`config.mk`:
```
export PLATFORM = sky130hd
export DESIGN_NAME = serial_in_parallel_out_flat
export DESIGN_NICKNAME = d
export VERILOG_FILES = /design/src/rtl/serial_in_parallel_out_if.sv /design/src/rtl/serial_in_parallel_out.sv /design/src/flat_wrapper.sv
export SDC_FILE = /design/constraint.sdc
export NUM_CORES = 1
export LEC_CHECK = 0
export BUFFER_PORTS_ARGS = -buffer_cell sky130_fd_sc_hd__buf_2
export CAP_MARGIN = 40
export CORE_AREA = 2 2 39 41
export DETAILED_ROUTE_END_ITERATION = 6
export DIE_AREA = 0 0 41 43
export HOLD_SLACK_MARGIN = 0.06
export SLEW_MARGIN = 10
export SYNTH_ARGS = -nofsm -noshare
export SYNTH_HDL_FRONTEND = slang
export SYNTH_SLANG_ARGS = --single-unit
```
`constraint.sdc`:
```
create_clock -name clk -period 1.75 [get_ports clk]
set_clock_uncertainty 0.1 [all_clocks]
set_input_delay 0 -clock clk [delete_from_list [all_inputs] [get_ports clk]]
set_output_delay 0 -clock clk [all_outputs]
set_load 0.01 [all_outputs]
```
`src/rtl/serial_in_parallel_out_if.sv`:
```
// Serial receive bus: bit stream plus enable in, held parallel word with
// valid/ready handshake and error flags out.
interface serial_in_parallel_out_if #(
    parameter int WIDTH = 4
);
    logic             in;
    logic             en;
    logic             ready;
    logic [WIDTH-1:0] pout;
    logic             valid;
    logic             ovr;
    logic             ferr;

    modport master (
        output in, en, ready,
        input  pout, valid, ovr, ferr
    );

    modport slave (
        input  in, en, ready,
        output pout, valid, ovr, ferr
    );
endinterface

```
`src/rtl/serial_in_parallel_out.sv`:
```
// Serial-to-parallel receiver: assembles WIDTH-bit words from an enabled bit
// stream and holds them behind a valid/ready handshake with overrun/abort flags.
module serial_in_parallel_out #(
    parameter int WIDTH     = 4,
    parameter bit MSB_FIRST = 1'b1
) (
    input logic                    clk,
    input logic                    clear,
    serial_in_parallel_out_if.slave bus
);
    localparam int              CW    = (WIDTH > 2) ? $clog2(WIDTH) : 1;
    localparam logic [CW-1:0]   LAST  = CW'(WIDTH - 1);
    localparam logic [0:0]      IDLE  = 1'b0;
    localparam logic [0:0]      SHIFT = 1'b1;

    logic [0:0]       state;
    logic [CW-1:0]    cnt;
    logic [WIDTH-1:0] shreg;
    logic [WIDTH-1:0] shnext;
    logic [WIDTH-1:0] pout_q;
    logic             valid_q;
    logic             ovr_q;
    logic             ferr_q;
    logic             done;

    always_comb begin
        shnext = shreg;
        if (MSB_FIRST) begin
            shnext = {shreg[WIDTH-2:0], bus.in};
        end else begin
            shnext = {bus.in, shreg[WIDTH-1:1]};
        end
    end

    // The last bit of a word is sampled only from SHIFT; IDLE always takes bit 0.
    assign done = bus.en && (state == SHIFT) && (cnt == LAST);

    always_ff @(posedge clk or posedge clear) begin
        if (clear) begin
            state   <= IDLE;
            cnt     <= '0;
            shreg   <= '0;
            pout_q  <= '0;
            valid_q <= 1'b0;
            ovr_q   <= 1'b0;
            ferr_q  <= 1'b0;
        end else begin
            ferr_q <= 1'b0;

            if (bus.en) begin
                shreg <= shnext;
                state <= SHIFT;
                cnt   <= done ? '0 : cnt + CW'(1);
            end else begin
                state <= IDLE;
                cnt   <= '0;
                if ((state == SHIFT) && (cnt != '0)) begin
                    ferr_q <= 1'b1;
                end
            end

            // A completion may replace a word being accepted on the same edge;
            // otherwise a completion against an unaccepted word is dropped.
            if (done && (!valid_q || bus.ready)) begin
                pout_q  <= shnext;
                valid_q <= 1'b1;
            end else if (done) begin
                ovr_q <= 1'b1;
            end else if (valid_q && bus.ready) begin
                valid_q <= 1'b0;
            end
        end
    end

    assign bus.pout  = pout_q;
    assign bus.valid = valid_q;
    assign bus.ovr   = ovr_q;
    assign bus.ferr  = ferr_q;
endmodule

```
`src/flat_wrapper.sv`:
```
// flat-port wrapper written by rule: the top's interface ports become plain ports
module serial_in_parallel_out_flat 
#(
    parameter int WIDTH     = 4,
    parameter bit MSB_FIRST = 1'b1
)
  (clk, clear, bus_in, bus_en, bus_ready, bus_pout, bus_valid, bus_ovr, bus_ferr);
  serial_in_parallel_out_if #(.WIDTH(WIDTH)) bus_i ();
  input logic clk;
  input logic clear;
  input wire logic [$bits(bus_i.in)-1:0] bus_in;
  input wire logic [$bits(bus_i.en)-1:0] bus_en;
  input wire logic [$bits(bus_i.ready)-1:0] bus_ready;
  output wire logic [$bits(bus_i.pout)-1:0] bus_pout;
  output wire logic [$bits(bus_i.valid)-1:0] bus_valid;
  output wire logic [$bits(bus_i.ovr)-1:0] bus_ovr;
  output wire logic [$bits(bus_i.ferr)-1:0] bus_ferr;
  assign bus_i.in = bus_in;
  assign bus_i.en = bus_en;
  assign bus_i.ready = bus_ready;
  assign bus_pout = bus_i.pout;
  assign bus_valid = bus_i.valid;
  assign bus_ovr = bus_i.ovr;
  assign bus_ferr = bus_i.ferr;
  serial_in_parallel_out #(.WIDTH(WIDTH), .MSB_FIRST(MSB_FIRST)) u_core (.clk(clk), .clear(clear), .bus(bus_i));
endmodule
```
* Word-level counts from Yosys, hierarchy flattened
Index checks and enable logic that the tools add are counted.
** Operators by class
- $add $sub $neg :: 1
- Multipliers :: 0
- Div/mod/pow operators :: 0
- $lt $le $gt $ge :: 0
- Equal/unequal tests :: 2
- Shift-type cells :: 0
- Muxes and demuxes :: 8
- Bitwise gates (word level) :: 1
- Reductions and logical operators :: 11
** Operators with widths (count)
- 2-to-1 mux 1 bit :: 6
- logical AND 1 bit :: 5
- 2-to-1 mux 2 bit :: 2
- AND reduction 2 bit :: 2
- nonzero test 2 bit :: 2
- adder 2 x 1 -> 2 bit, second input constant :: 1
- equality test 2 bit, second input constant :: 1
- inequality test 2 bit, second input constant :: 1
- logical NOT 1 bit :: 1
- logical OR 1 bit :: 1
- NOT 1 bit :: 1
** Storage, ports and cells
- Bits in registers :: 13
- Bits in latches :: 0
- RAM bits :: 0
- ROM bits :: 0
- Output and inout bits :: 7
- Memories :: 0

* Depth between registers and ports, before layout
Gate-level depths: netlist (run 1).
- Word-level depth :: 5
- Mapped depth :: 4
- Gate-level depth less buffers :: 4

* Worst setup path after synthesis (run 1)
Ideal clock, no wire load.
- Path type :: register to register
- From :: reg u_core.cnt[0]
- To :: reg u_core.pout_q[0] (netlist: u_core.bus.pout[0])
- Arrival time :: 1.093 ns
- Data required time :: 1.525 ns
- Slack :: 0.432 ns
- Cell stages (with the launch flop) :: 5
- Buffers on the path :: 0
- Period minus slack after synthesis :: 1.318 ns
- Path through :: dfrtp_1 ha_1 nand3_2 nor2b_4 mux2_2
** Between the ends
- Word-level cells in the longest chain between the ends :: 3
** RTL lines
- start: declaration :: line serial_in_parallel_out.sv:17 : logic [CW-1:0] cnt;
- start signal: assignment :: line serial_in_parallel_out.sv:53 : cnt <= done ? '0 : cnt + CW'(1);
- equality test 2 bit :: line serial_in_parallel_out.sv:36 : assign done = bus.en && (state == SHIFT) && (cnt == LAST);
- logical AND 1 bit :: line serial_in_parallel_out.sv:36
- logical AND 1 bit :: line serial_in_parallel_out.sv:64 : if (done && (!valid_q || bus.ready)) begin
- end signal: assignment :: line serial_in_parallel_out.sv:65 : pout_q <= shnext;
- end: declaration :: line serial_in_parallel_out.sv:20 : logic [WIDTH-1:0] pout_q;
Every way passes these cells.
A chain may end at the register's enable or synchronous reset.

* Worst setup path in the final report (run 1)
- From :: reg u_core.cnt[0]
- To :: reg u_core.pout_q[2] (netlist: u_core.bus.pout[2])
Same word-level chain as after synthesis.

==> results by group, run 1 <==
Cells and area
  – Non-filler instance count after layout: 69
  – Number of antenna diodes: 0
  – Layout cells sized above 1: 0.472
  – Layout area overhead: 27.8%
  – Final instance area: 649 µm²
  – Nets@finish: 61

Placed design
  – RD Place Congestion: 0.690
  – Port bufs: 11
  – Area after DPL: 583 µm²
  – Post-placement cell count: 61
  – Post-Place Worst Slack: 337 ps

Logic synthesis
  – Synth top area share: 0.640
  – Unique masters post-synth: 12
  – Mean Syn Cell Area: 14.9 µm²
  – Post-synthesis sequential area ratio: 0.640
  – Syn Std Cell Area: 508 µm²
  – Syn_nets: 41
  – Largest cells by area after synthesis: dfrtp_1 (64%), mux2_2 (16%), ha_1 (4.9%)
  – Post-synth top area cell: dfrtp_1
  – Warnings from Yosys: 0
  – FF+latch count, synth: 13
  – Synthesized netlist cell count: 34

Setup path
  – CP required: 1800 ps
  – Worst EP arrival: 1450 ps
  – CP startpoint kind: register
  – Critical path type: reg2reg
  – Endpoint type of the worst setup path: register
  – Crit-path max FO: 4

Clock tree
  – Root Buffer: clkbuf_4
  – Worst skew pair latency: 270 ps
  – Clock-pin slew on the worst setup and hold paths: 70 ps
  – CTS H-tree lvls: 1
  – Inserted Clock Buffers: 3
  – CTS max path bufs: 2
  – TritonCTS clock tree: built
  – CTS Sinks: 13

Floorplan
  – Initial core utilization: 0.367
  – Io pins: 12
  – # rows: 14
  – Die width: 41 µm
  – Core region area: 1380 µm²
  – Die Area: 1760 µm²
  – Chip height: 43 µm

Drt
  – Drt via density: 4.59
  – Final ANT Viol Nets: 0
  – Routed vias: 317
  – Routed wire length: 816 µm
  – Drc violations: 0
  – DR pass1 iterations: 4
  – Avg WL per Cell: 11.8 µm
  – Initial DRC count: 1

Power
  – VDD IR-drop max: 0.514 mV
  – PD cells: 1050 nW/µm²
  – Final Power: 685 µW
  – Static Leakage: 0.337 nW

STA
  – Setup TNS: 0 ps
  – Crit path time final: 1400 ps
  – Worst Max-Slew Pin Slew: 480 ps
  – Final Max Tran Viols: 0
  – Finish-stage setup viols: 0
  – Max Fclk: 0.714 GHz
  – Max_slew headroom: 0.680
  – RSZ-0062 raised after global routing: no
  – Final WS setup: 349 ps
  – Final hold violations: 0
  – Tcrit/Tclk final: 0.800

Global route
  – Total track usage: 0.125
  – First-pass GRT wire length: 1440 µm
  – Largest net degree at the start of global routing: 14
  – Initial antenna violation count: 0
  – Vias in the first global route: 332
  – Remaining global-route overflow: 0

Job
  – Max-Cap Viols: 0

Outcome
  – Status: finished clean

Worst hold path
  – Hold Crit Class: in2async
synth_stat cells:
library cell   n
mux2_2         7
and2_2         1
dfrtp_1       13
nor2b_4        1
and3_2         1
nand3_2        1
nand2_1        2
inv_1          3
ha_1           2
nor3b_1        1
nand2b_1       1
o21bai_1       1
cells in the final DEF (no fill, tap or decap), types with 2 or more instances in the layout:
master and count:
buf_2 11, clkbuf_4 3, dfrtp_1 13, dlygate4sd3_1 4, ha_1 2, inv_1 3, mux2_2 7, nand2_1 2
worst max-delay path: stages (launching register included):
cell     delay [ps]
dfrtp_1         360
ha_1            180
nand3_2         120
nor2b_4         180
mux2_2          350
final timing paths:
check | from | end | slack, ps | depth (start not counted)
worst max-delay path | u_core.cnt[0] | u_core.bus.pout[2] | 350 | 4
worst min-delay path | clear | u_core.bus.ovr | 180 | 3
worst max register to register | u_core.cnt[0] | u_core.bus.pout[2] | 350 | 4
worst min register to register | u_core.bus.ovr | u_core.bus.ovr | 370 | 1
max in group asynchronous | clear | u_core.cnt[0] | 1040 | 3
min in group clk | u_core.bus.ovr | u_core.bus.ovr | 370 | 1
report_power, final:
part           switching (mW)  internal [mW]  total, mW
Sequential             0.0277          0.351      0.379
Combinational          0.0585         0.0723      0.131
Clock                  0.0874         0.0882      0.176
Total                   0.174          0.511      0.685
state kept, by name, indices dropped and copies added (netlist names):
register and cells:
u_core.bus.ferr 1, u_core.bus.valid 1, u_core.bus.ovr 1, u_core.cnt 2, u_core.bus.pout 4, u_core.state 1
u_core.shreg 3
routing by layer:
layer	vias up	global-route usage	share of wire
li1	151	-	-
met1	155	0.162	0.43
met5	-	0	0
met4	0	0.0600	0.013
met3	2	0.0471	0.054
met2	9	0.178	0.50
final cells by class:
type,count,area (µm²)
Fill cell,123,734
Sequential cell,13,325
Multi-Input combinational cell,18,171
Timing Repair Buffer,15,95.1
Clock buffer,4,26.3
Tap cell,16,20.0
Inverter,3,11.3
metrics by stage:
step / hold slack, ps / utilization
after floorplan: -223 / -
after global placement: -80.2 / 0.421
after detailed placement: -59.5 / 0.421
after CTS: 196 / 0.469
after global routing: 239 / 0.469
final: 181 / 0.469
what timing repair did:
action	in CTS	in global routing
setup buffers	0	0
hold buffers	4	0
resized for setup	0	0
hold endpoints to repair	23	0
cells by family after synthesis:
group | Yosys count | synth area share
adder cells (fa/ha/maj) | 2 | 0.0493
AO/OA/AOI/OAI | 1 | 0.0148
multiplexers | 7 | 0.155
AND/OR/NAND/NOR | 8 | 0.118
flip-flops | 13 | 0.640
buffers and inverters | 3 | 0.0222
Power figures use the tool's default switching activity.
==> run 2: changes to the inputs <==
- clock period: 1.75 -> 1.4 ns (I/O delays scaled with it)
==> run 2 against run 1 <==
- the flow now finishes with violations (negative hold slack)
- sequential share of layout area decreased by 0.76 points
- wire length increased by 2.2%
- flip-flop and latch count unchanged
- total power increased by 26%
- hold slack got worse by 320 ps
- combinational power increased by 26%
- fmax increased by 0.99%
- clock-buffer cell count unchanged
- first-iteration DRC count increased by 100%
- critical path type unchanged
- critical endpoint unchanged
==> results by group, run 2 (synthesis gave the netlist of run 1 again) <==
Setup path
  – CP startpoint kind: register
  – Critical Path Stages: 4
  – Critical path type: reg2reg
  – Worst Path Buf+Inv: 0
  – Path depth of the worst reg2reg path: 4
  – Top Family by Delay on Critical Path: flip-flops
  – Reg2Reg Capture Point: u_core.bus.pout[2]
  – Crit-path slowest cell: dfrtp_1
  – R2r startpoint: u_core.cnt[1]
  – Reg2reg setup slack: 10 ps
  – Crit-path max FO: 4
  – Worst path cell trace: ha_4 -> nand3_4 -> nor2b_4 -> mux2_2
  – Worst EP arrival: 1440 ps
  – Slowest stage delay, CP: 400 ps
  – CP required: 1450 ps
  – Endpoint type of the worst setup path: register

Job
  – Max-Cap Viols: 0

Outcome
  – Failing checks: negative hold slack
  – Status: finished, violations left

Cells and area
  – Area of the multi-input gates: 191 µm²
  – Layout area overhead: 29.8%
  – Commonest non-fill, non-tap cell in the layout: dfrtp_1
  – Layout cells sized above 1: 0.500
  – Max reg flops: 4
  – Layout fillers: 124
  – Commonest cells after routing, fill and taps aside: dfrtp_1 (13), buf_2 (11), mux2_2 (7)
  – Register Area: 325 µm²
  – Number of antenna diodes: 0
  – Post-layout util: 0.476
  – Nets@finish: 60

Power
  – Register share of total power: 0.554
  – Static Leakage: 0.332 nW
  – Psw: 221 µW
  – VDD IR-drop max: 0.643 mV
  – Combinational share of power: 0.192
  – Sw Share: 0.257
  – PD cells: 1310 nW/µm²
  – Clock share of power: 0.255
  – Final Power: 861 µW
  – Internal Power: 639 µW

Placed design
  – Port bufs: 11
  – RD Place Congestion: 0.690

Clock tree
  – CTS max path bufs: 2
  – Root Buffer: clkbuf_4
  – Worst skew pair latency: 270 ps
  – TritonCTS clock tree: built
  – Cts hold-fix bufs: 3
  – Clock-pin slew on the worst setup and hold paths: 70 ps
  – CTS Sinks: 13
  – Post-CTS Setup Repair Bufs: 0
  – CTS H-tree lvls: 1
  – Inserted Clock Buffers: 3

Floorplan
  – Chip height: 43 µm
  – Initial core utilization: 0.367
  – Die Area: 1760 µm²
  – # rows: 14
  – Io pins: 12
  – Core region area: 1380 µm²
  – Die width: 41 µm

Global route
  – Initial antenna violation count: 0
  – Remaining global-route overflow: 0
  – First-pass GRT wire length: 1430 µm
  – Vias in the first global route: 338
  – Largest net degree at the start of global routing: 14
  – Total track usage: 0.125

STA
  – RSZ-0062 raised after global routing: yes
  – Final hold slack: -139 ps
  – Worst Max-Slew Pin Slew: 480 ps
  – Max Fclk: 0.721 GHz
  – Tcrit/Tclk final: 0.991
  – Finish-stage setup viols: 0
  – Crit path time final: 1390 ps
  – Final Max Tran Viols: 0
  – Final hold violations: 4
  – Max_slew headroom: 0.680

Drt
  – Final ANT Viol Nets: 0
  – Drt via density: 4.66
  – Routed vias: 317
  – Initial DRC count: 2
  – Avg WL per Cell: 12.3 µm
  – Drc violations: 0
  – Routed wire length: 834 µm
  – DR pass1 iterations: 3

Worst hold path
  – Min-delay src: bus_en
  – Hold EP: u_core.state
  – Hold path cells: 1
  – Hold Crit Class: in2reg
-- run 2: power groups by stage --
stage | Clock, mW | Combinational [mW] | Sequential, mW
floorplan | 0 | 0.0710 | 0.495
global placement | 0 | 0.154 | 0.475
detailed placement | 0 | 0.161 | 0.478
CTS | 0.227 | 0.168 | 0.473
global route | 0.247 | 0.182 | 0.484
finish | 0.219 | 0.165 | 0.477
-- run 2: worst register-to-register path, delay by kind of cell, from the launching register on --
family	cells	cell delay [ps]
flip-flops	1	400
multiplexers	1	350
adder cells (fa/ha/maj)	1	170
AND/OR/NAND/NOR	2	270
-- run 2: per-stage QoR --
stage | std cells | setup slack, ps | setup TNS [ps] | area [µm²]
after floorplan | 34 | 82.4 | 0 | 508
after global placement | 61 | 27.7 | 0 | 583
after detailed placement | 61 | -13.2 | -38.5 | 583
after CTS | 68 | -13.7 | -34.1 | 649
after global routing | 68 | -41.2 | -136 | 659
final | 68 | 13.0 | 0 | 659
-- run 2: metal layers --
| layer | routed length (µm) | vias up | GRT usage | share of wire |
|---|---|---|---|---|
| met5 | 0 | - | 0 | 0 |
| met4 | 11 | 0 | 0.0600 | 0.013 |
| met3 | 44 | 2 | 0.0471 | 0.053 |
| met2 | 437 | 7 | 0.181 | 0.52 |
| met1 | 340 | 158 | 0.158 | 0.41 |
| li1 | - | 150 | - | - |
-- run 2: repair_timing --
action                                  in CTS  in global routing
pin swaps                                    0                  1
resized for setup                            2                  1
hold endpoints to repair                    23                  9
gates cloned                                 0                  0
endpoints found under the setup margin       4                  4
-- run 2: worst max path at each step --
stage / startpoint / endpoint / slack [ps]
3_3_place_gp: u_core.cnt[0] / u_core.bus.pout[2] / 30
3_5_place_dp: u_core.cnt[0] / u_core.bus.pout[3] / -10
5_1_grt: u_core.cnt[1] / u_core.bus.pout[2] / -40
2_1_floorplan: u_core.cnt[0] / u_core.bus.pout[0] / 80
4_1_cts: u_core.cnt[0] / u_core.bus.pout[2] / -10
6_report: u_core.cnt[1] / u_core.bus.pout[2] / 10
-- run 2: area by class of cell --
type	instances	area share
sequential	13	0.493
multi-input combinational	18	0.290
timing repair buffer	14	0.129
clock buffer	4	0.0398
tap	16	0.0304
inverter	3	0.0171
